$ cat config.mk
export PLATFORM = sky130hd
export DESIGN_NAME = demux1_n_reg
export DESIGN_NICKNAME = d
export VERILOG_FILES = /design/src/rtl/demux_pkg.sv /design/src/rtl/demux_slot.sv /design/src/rtl/demux1_n_reg.sv
export SDC_FILE = /design/constraint.sdc
export NUM_CORES = 1
export LEC_CHECK = 0
export CAP_MARGIN = 20
export CORE_ASPECT_RATIO = 1.25
export CORE_UTILIZATION = 48
export DETAILED_ROUTE_END_ITERATION = 8
export PLACE_DENSITY_LB_ADDON = 0.12
export SKIP_CTS_REPAIR_TIMING = 1
export SLEW_MARGIN = 10
export SYNTH_ARGS = -nofsm -noshare
export SYNTH_HDL_FRONTEND = slang
export SYNTH_HIERARCHICAL = 1
export SYNTH_SLANG_ARGS = --single-unit
$ cat constraint.sdc
create_clock -name clk -period 1.9 [get_ports clk]
set_input_delay 0.38 -clock clk [delete_from_list [all_inputs] [get_ports clk]]
set_output_delay 0.38 -clock clk [all_outputs]
set_load 0.02 [all_outputs]
$ cat src/rtl/demux_pkg.sv
// Shared definitions for the registered 1:N demultiplexer.
//
// Contents:
//   slot_state_e  one-entry slot occupancy (EMPTY / FULL)
//   CNT_W         width of each per-channel write counter
//   DEF_DW        default data width
//   DEF_NCH       default channel count
//   ch_field_lsb  LSB of channel k inside a packed per-channel bus
//
// The per-channel write counters are built only when DEMUX1_N_CNT_EN is
// defined; CNT_W is still declared here so both builds share one package.
package demux_pkg;

  localparam int unsigned CNT_W   = 16;
  localparam int unsigned DEF_DW  = 8;
  localparam int unsigned DEF_NCH = 4;

  // Slot occupancy; EMPTY encodes as 0 so reset and "no word" coincide.
  typedef enum logic {
    EMPTY = 1'b0,
    FULL  = 1'b1
  } slot_state_e;

  // Bit position of channel k's field inside a flattened NCH*W bus.
  function automatic int unsigned ch_field_lsb(input int unsigned k,
                                               input int unsigned w);
    return k * w;
  endfunction

endpackage : demux_pkg

$ cat src/rtl/demux_slot.sv
// One-entry output buffer for a single demux channel.
//
// Parameters:
//   DW        data width
//
// Ports:
//   clk       clock, rising edge
//   rst_n     asynchronous active-low reset
//   wr        load wr_data this cycle (already qualified by the parent's
//             in_ready, so a write never overwrites an undrained word)
//   rd        consumer ready; only takes effect while the slot is FULL
//   wr_data   word to load
//   rd_data   held word; keeps its value while EMPTY, changes only on wr
//   valid     slot is FULL (decoded straight from the state register)
//   count     writes accepted since reset, wraps at 2**CNT_W
//             (only with DEMUX1_N_CNT_EN)
//
// Optional feature macro: DEMUX1_N_CNT_EN
module demux_slot
  import demux_pkg::*;
#(
  parameter int unsigned DW = DEF_DW
) (
  input  logic             clk,
  input  logic             rst_n,
  input  logic             wr,
  input  logic             rd,
  input  logic [DW-1:0]    wr_data,
  output logic [DW-1:0]    rd_data,
  output logic             valid
`ifdef DEMUX1_N_CNT_EN
  ,
  output logic [CNT_W-1:0] count
`endif
);

  slot_state_e state;
  logic        drain;

  // A drain only exists when there is a word to hand over.
  assign drain = (state == FULL) && rd;

  // Slot state and data; a write wins over a drain, which covers the
  // simultaneous drain+refill case (stay FULL with the new word).
  always_ff @(posedge clk or negedge rst_n) begin
    if (!rst_n) begin
      state   <= EMPTY;
      rd_data <= '0;
    end else begin
      if (wr) begin
        state   <= FULL;
        rd_data <= wr_data;
      end else if (drain) begin
        state   <= EMPTY;
      end
    end
  end

  assign valid = (state == FULL);

`ifdef DEMUX1_N_CNT_EN
  // Accepted-write counter; free-running wrap, drains do not touch it.
  always_ff @(posedge clk or negedge rst_n) begin
    if (!rst_n) begin
      count <= '0;
    end else if (wr) begin
      count <= count + CNT_W'(1);
    end
  end
`endif

endmodule : demux_slot

$ cat src/rtl/demux1_n_reg.sv
// Registered 1:N demultiplexer with a one-entry buffer per output channel.
//
// A word offered on in_* is steered to channel in_sel and appears on that
// channel's out_valid/out_data one cycle after acceptance. Each channel
// drains independently through its own out_valid/out_ready handshake.
// in_ready is combinational: the addressed slot is empty or is being
// drained this cycle. out_* come only from slot registers.
//
// Parameters:
//   DW        data width (>= 1)
//   NCH       channel count (power of two, >= 2)
//   SELW      select width, derived from NCH
//
// Ports:
//   clk        clock, rising edge
//   rst_n      asynchronous active-low reset
//   in_valid   input word present
//   in_ready   input word accepted when high together with in_valid
//   in_sel     destination channel
//   in_data    input word
//   out_valid  bit k: channel k holds a word
//   out_ready  bit k: consumer k takes the word this cycle
//   out_data   channel k word at [k*DW +: DW]
//   ch_count   channel k accepted-write count at [k*CNT_W +: CNT_W]
//              (only with DEMUX1_N_CNT_EN)
//
// Optional feature macro: DEMUX1_N_CNT_EN
module demux1_n_reg
  import demux_pkg::*;
#(
  parameter  int unsigned DW   = DEF_DW,
  parameter  int unsigned NCH  = DEF_NCH,
  localparam int unsigned SELW = $clog2(NCH)
) (
  input  logic                 clk,
  input  logic                 rst_n,
  input  logic                 in_valid,
  output logic                 in_ready,
  input  logic [SELW-1:0]      in_sel,
  input  logic [DW-1:0]        in_data,
  output logic [NCH-1:0]       out_valid,
  input  logic [NCH-1:0]       out_ready,
  output logic [NCH*DW-1:0]    out_data
`ifdef DEMUX1_N_CNT_EN
  ,
  output logic [NCH*CNT_W-1:0] ch_count
`endif
);

  logic [NCH-1:0] wr_vec;
  logic           accept;

  // Addressed slot can take a word if empty or being emptied right now.
  assign in_ready = !out_valid[in_sel] || out_ready[in_sel];
  assign accept   = in_valid && in_ready;

  // One-hot write strobe; with in_valid low nothing is written.
  always_comb begin
    wr_vec = '0;
    if (accept) begin
      wr_vec[in_sel] = 1'b1;
    end
  end

  // One buffer per channel; every slot sees in_data, only the strobed one loads.
  for (genvar k = 0; k < NCH; k++) begin : g_ch
    demux_slot #(
      .DW (DW)
    ) u_slot (
      .clk     (clk),
      .rst_n   (rst_n),
      .wr      (wr_vec[k]),
      .rd      (out_ready[k]),
      .wr_data (in_data),
      .rd_data (out_data[ch_field_lsb(k, DW) +: DW]),
      .valid   (out_valid[k])
`ifdef DEMUX1_N_CNT_EN
      ,
      .count   (ch_count[ch_field_lsb(k, CNT_W) +: CNT_W])
`endif
    );
  end

endmodule : demux1_n_reg
# ---- After elaboration in Yosys (flattened, before gate mapping)
# Index checks and enable logic that the tools add are counted.
dict set report totals {
  ff_bits 36
  inputBits 17
}
dict set report classes {
  n_lt_le_gt_ge 2
  n_mux 15
  n_reduce_logical 12
}
# op n
set op_table {}
lappend op_table {{$mux 1} 11}
lappend op_table {{$reduce_bool 2->1} 4}
lappend op_table {{$logic_and 1x1->1} 6}
lappend op_table {{$bmux 1 s2} 2}
lappend op_table {{$mux 4} 1}
lappend op_table {{$lt 2x3->1 const B} 1}
lappend op_table {{$demux 1 s2} 1}
lappend op_table {{$ge 2x1->1 const B} 1}
lappend op_table {{$logic_not 1->1} 1}
lappend op_table {{$logic_or 1x1->1} 1}

# ---- Logic depth before layout (Yosys ltp)
dict set report depth {
  ltp_word 7
  depth_mapped 4
  depth_no_buf 3
}

# ---- Modules after synthesis
# The synthesis kept the hierarchy.
# module n_inst cells_per_inst area_each_um2
set by_module_without_submodules {}
lappend by_module_without_submodules {demux_slot 4 20 369.1}
lappend by_module_without_submodules {demux1_n_reg 1 9 101.3}

# ---- Least setup slack after synthesis
# Ideal clock, no wire load.
dict set report synth_path {
  path_kind {register to output}
  startpoint {register g_ch[3].u_slot.state}
  endpoint {output in_ready}
  arrival_ns 1.085
  required_time_ns 1.520
  setup_slack_ns 0.435
  stages_incl_launch_ff 3
  cell_sequence {dfrtp_1 -> nand2b_4 -> mux4_2}
}
dict set report synth_between {
  elab_chain_len 4
}
# item line
set synth_lines {}
lappend synth_lines {{start: declaration} demux_slot.sv:37} ;# slot_state_e state;
lappend synth_lines {{start signal: assignment} demux_slot.sv:47} ;# state <= EMPTY;
lappend synth_lines {{start signal: assignment} demux_slot.sv:51} ;# state <= FULL;
lappend synth_lines {{start signal: assignment} demux_slot.sv:54} ;# state <= EMPTY;
lappend synth_lines {{$bmux 1 s2} demux1_n_reg.sv:54} ;# assign in_ready = !out_valid[in_sel] || out_ready[in_sel];
lappend synth_lines {{$mux 1 (implied by the code)} demux1_n_reg.sv:54}
lappend synth_lines {{$logic_not 1->1} demux1_n_reg.sv:54}
lappend synth_lines {{$logic_or 1x1->1} demux1_n_reg.sv:54}
lappend synth_lines {{end: declaration} demux1_n_reg.sv:38} ;# output logic in_ready,
# No other way between the ends. The select of a mux whose other input is x is not followed.

# ---- Worst setup path after layout
dict set report layout_path {
  startpoint {register g_ch[0].u_slot.state}
  endpoint {output in_ready}
}
dict set report layout_between {
  elab_chain_len 4
}
# item line
set layout_lines {}
lappend layout_lines {{start: declaration} demux_slot.sv:37}
lappend layout_lines {{start signal: assignment} demux_slot.sv:47}
lappend layout_lines {{start signal: assignment} demux_slot.sv:51}
lappend layout_lines {{start signal: assignment} demux_slot.sv:54}
lappend layout_lines {{$bmux 1 s2} demux1_n_reg.sv:54}
lappend layout_lines {{$mux 1 (implied by the code)} demux1_n_reg.sv:54}
lappend layout_lines {{$logic_not 1->1} demux1_n_reg.sv:54}
lappend layout_lines {{$logic_or 1x1->1} demux1_n_reg.sv:54}
# No other way between the ends. The select of a mux whose other input is x is not followed.

==> results.toml <==
[outcome]
outcome = "complete, no violations"

[layout]
diodes = 0
fillCellCount = 207
final_cells = 191
nNetsFinal = 172
drive_above_1_share_pct = 38.7
area_growth_pct = 44.6
final_common_cell = "clkdlybuf4s50_1"
final_cell_mix = "clkdlybuf4s50_1 (46), dfrtp_1 (36), mux2_4 (32)"

[drt]
routed_wirelength_um = 3060
via_per_inst = 5.02
dr.first_iter.drc_count = 14
ant_nets = 0
first_pass_iters = 3
drc_errors = 0
num_vias = 958
post_drt_wl_per_cell_um = 16.0

[floorplanning]
start_util_pct = 52.1
rows = 22
fp.coreArea_um2 = 3030
pin_count = 54
die_area_um2 = 3520
fp.dieH_um = 66.1
die_w_um = 53.3

[grt]
grt_max_degree = 37
track_usage_pct = 20.2
grt_pass1_wl_um = 4910
grt_pass1_vias = 1007
overflow = 0
antenna_found_initial = 0

[sta]
worstMarginPinSlew_ns = 0.758
max_freq_ghz = 0.549
min_period_ns = 1.82
hold_viol_final = 0
tns_ns = 0
finClkSkew_ns = 0.00315
slew_viol_final = 0
fin_hold_ws_ns = 0.108
setup_viol = 0
slew_headroom_pct = 49.5
rsz0062_at_grt = "false"
period_share_pct = 95.8

[setup_path]
cp.required_ns = 1.52
start_kind = "flop"
crit_buf_inv = 1
worst_ep_arrival_time_ns = 1.44
r2r_setup_slack_ns = 0.43
critPathMaxStageDelay_ns = 0.46
path_delay_family = "multiplexers"
worstPathMaxFanout = 3
path_cells = "nand2b_4 > mux4_2 > buf_6"
end_kind = "output pin"
worst-setup-path-type = "flop to output pin"
critPathSlowestCell = "mux4_2"

[synth]
yosysSeqAreaShare_pct = 57.1
yosysWarnings = 6
yosysUniqueCellTypes = 11
syn_area_um2 = 1580
synth_nets = 106
postSynthAreaPerCell_um2 = 17.7
syn_inst = 89
ys_ff_latch = 36

[clock_tree]
cts.sinks = 36
path_clk_slew_ns = 0.10
clock_path_buffers = 2
cts_tree = "yes"
cts-root-buf = "clkbuf_4"
clk_latency_ns = 0.33
cts_buffers = 5
cts_max_level = 2

[worst_hold_path]
holdCritPathClass = "input port to async pin"

[power_and_ir_drop]
pwr_density_cell_nw_per_um2 = 974
finalPower_mw = 2.22
power.share.clock_pct = 16.4
seqPwrFrac_pct = 45.4
swShare_pct = 30.1
power.leakage_nw = 1.11
power_switching_mw = 0.669
vdd_drop_max_mv = 0.613
power.internal_mw = 1.55
pwr-share-comb_pct = 38.2

[placement]
io_buffers = 53
dp.cells = 184
gp_congestion = 0.736
dp_hpwl_um = 2230

[flow_run]
cap_violations = 0
-- metal layers --
layer / wire length, um / track usage (%) / part of all wire, %
met1: 1370 / 28.2 / 45
met2: 1460 / 28.6 / 48
met3: 174 / 6.90 / 5.7
met4: 55 / 7.89 / 1.8
met5: 0 / 0 / 0
-- cells in the mapped netlist --
cell      count  area share [%]
and4_1        1            0.56
dfrtp_1      36              57
mux4_2        1             1.4
a21o_2        4             2.2
nand2b_4      2             1.7
mux2_4       32              30
nor4bb_1      1            0.63
and4b_1       2             1.3
buf_6         4             2.9
inv_1         4            0.95
nand2b_1      2            0.79
-- through the flow --
step                      setup slack (ns)  instance area, um2  utilization, %
final                               0.0799                2280            75.3
after CTS                           -0.443                2250            74.4
after global placement              -0.438                2210            72.9
after global routing                0.0118                2280            75.3
after floorplan                      0.435                1580               -
after detailed placement            -0.434                2210            72.9
-- layout make-up --
cell class | instances | area, um2 | share of cell area [%]
clock inverters | 1 | 5.00 | 0.219
repair buffers | 63 | 627 | 27.5
well taps | 36 | 45.0 | 1.97
flip-flops and latches | 36 | 901 | 39.5
clock buffers | 6 | 41.3 | 1.81
inverters | 4 | 15.0 | 0.658
multi-input cells | 45 | 647 | 28.4
-- kinds of logic (layout without fill, tap and decap cells) --
kind of cell / after synthesis / count (layout) / share of synthesized area [%]
buf+inv: 8 / 74 / 3.81
compound gates: 4 / 4 / 2.22
flops: 36 / 36 / 57.1
simple gates: 8 / 8 / 5.00
mux: 33 / 33 / 31.9
-- registers in the layout, indices dropped and copies added, names as in the netlist --
name and cells:
g_ch.u_slot/rd_data 32, g_ch.u_slot/valid 4
-- worst register-to-register path, cell delays in order (launching register included) --
cell	delay (ns)
dfrtp_1	0.44
nand2b_4	0.09
buf_4	0.09
nor4bb_4	0.19
buf_4	0.22
mux2_4	0.32
-- power groups by stage --
stage / registers, mW / logic, mW / clock network [mW]
6_report: 1.01 / 0.848 / 0.365
5_1_grt: 1.02 / 0.895 / 0.422
4_1_cts: 1.01 / 0.856 / 0.387
3_5_place_dp: 1.02 / 0.854 / 0
3_3_place_gp: 1.02 / 0.839 / 0
2_1_floorplan: 1.20 / 0.253 / 0
-- final timing paths --
| check | start | to | cells past startpoint |
|---|---|---|---|
| max in group asynchronous | rst_n | g_ch[3].u_slot/rd_data[1] | 1 |
| min reg2reg | g_ch[1].u_slot/rd_data[1] | g_ch[1].u_slot/rd_data[1] | 1 |
| max reg2reg | g_ch[0].u_slot/valid | g_ch[0].u_slot/rd_data[7] | 5 |
| min in group clk | out_ready[3] | g_ch[3].u_slot/valid | 3 |
| max | g_ch[0].u_slot/valid | in_ready | 3 |
| min | rst_n | g_ch[1].u_slot/rd_data[0] | 1 |
No activity file was read; power rests on OpenSTA's default activity.
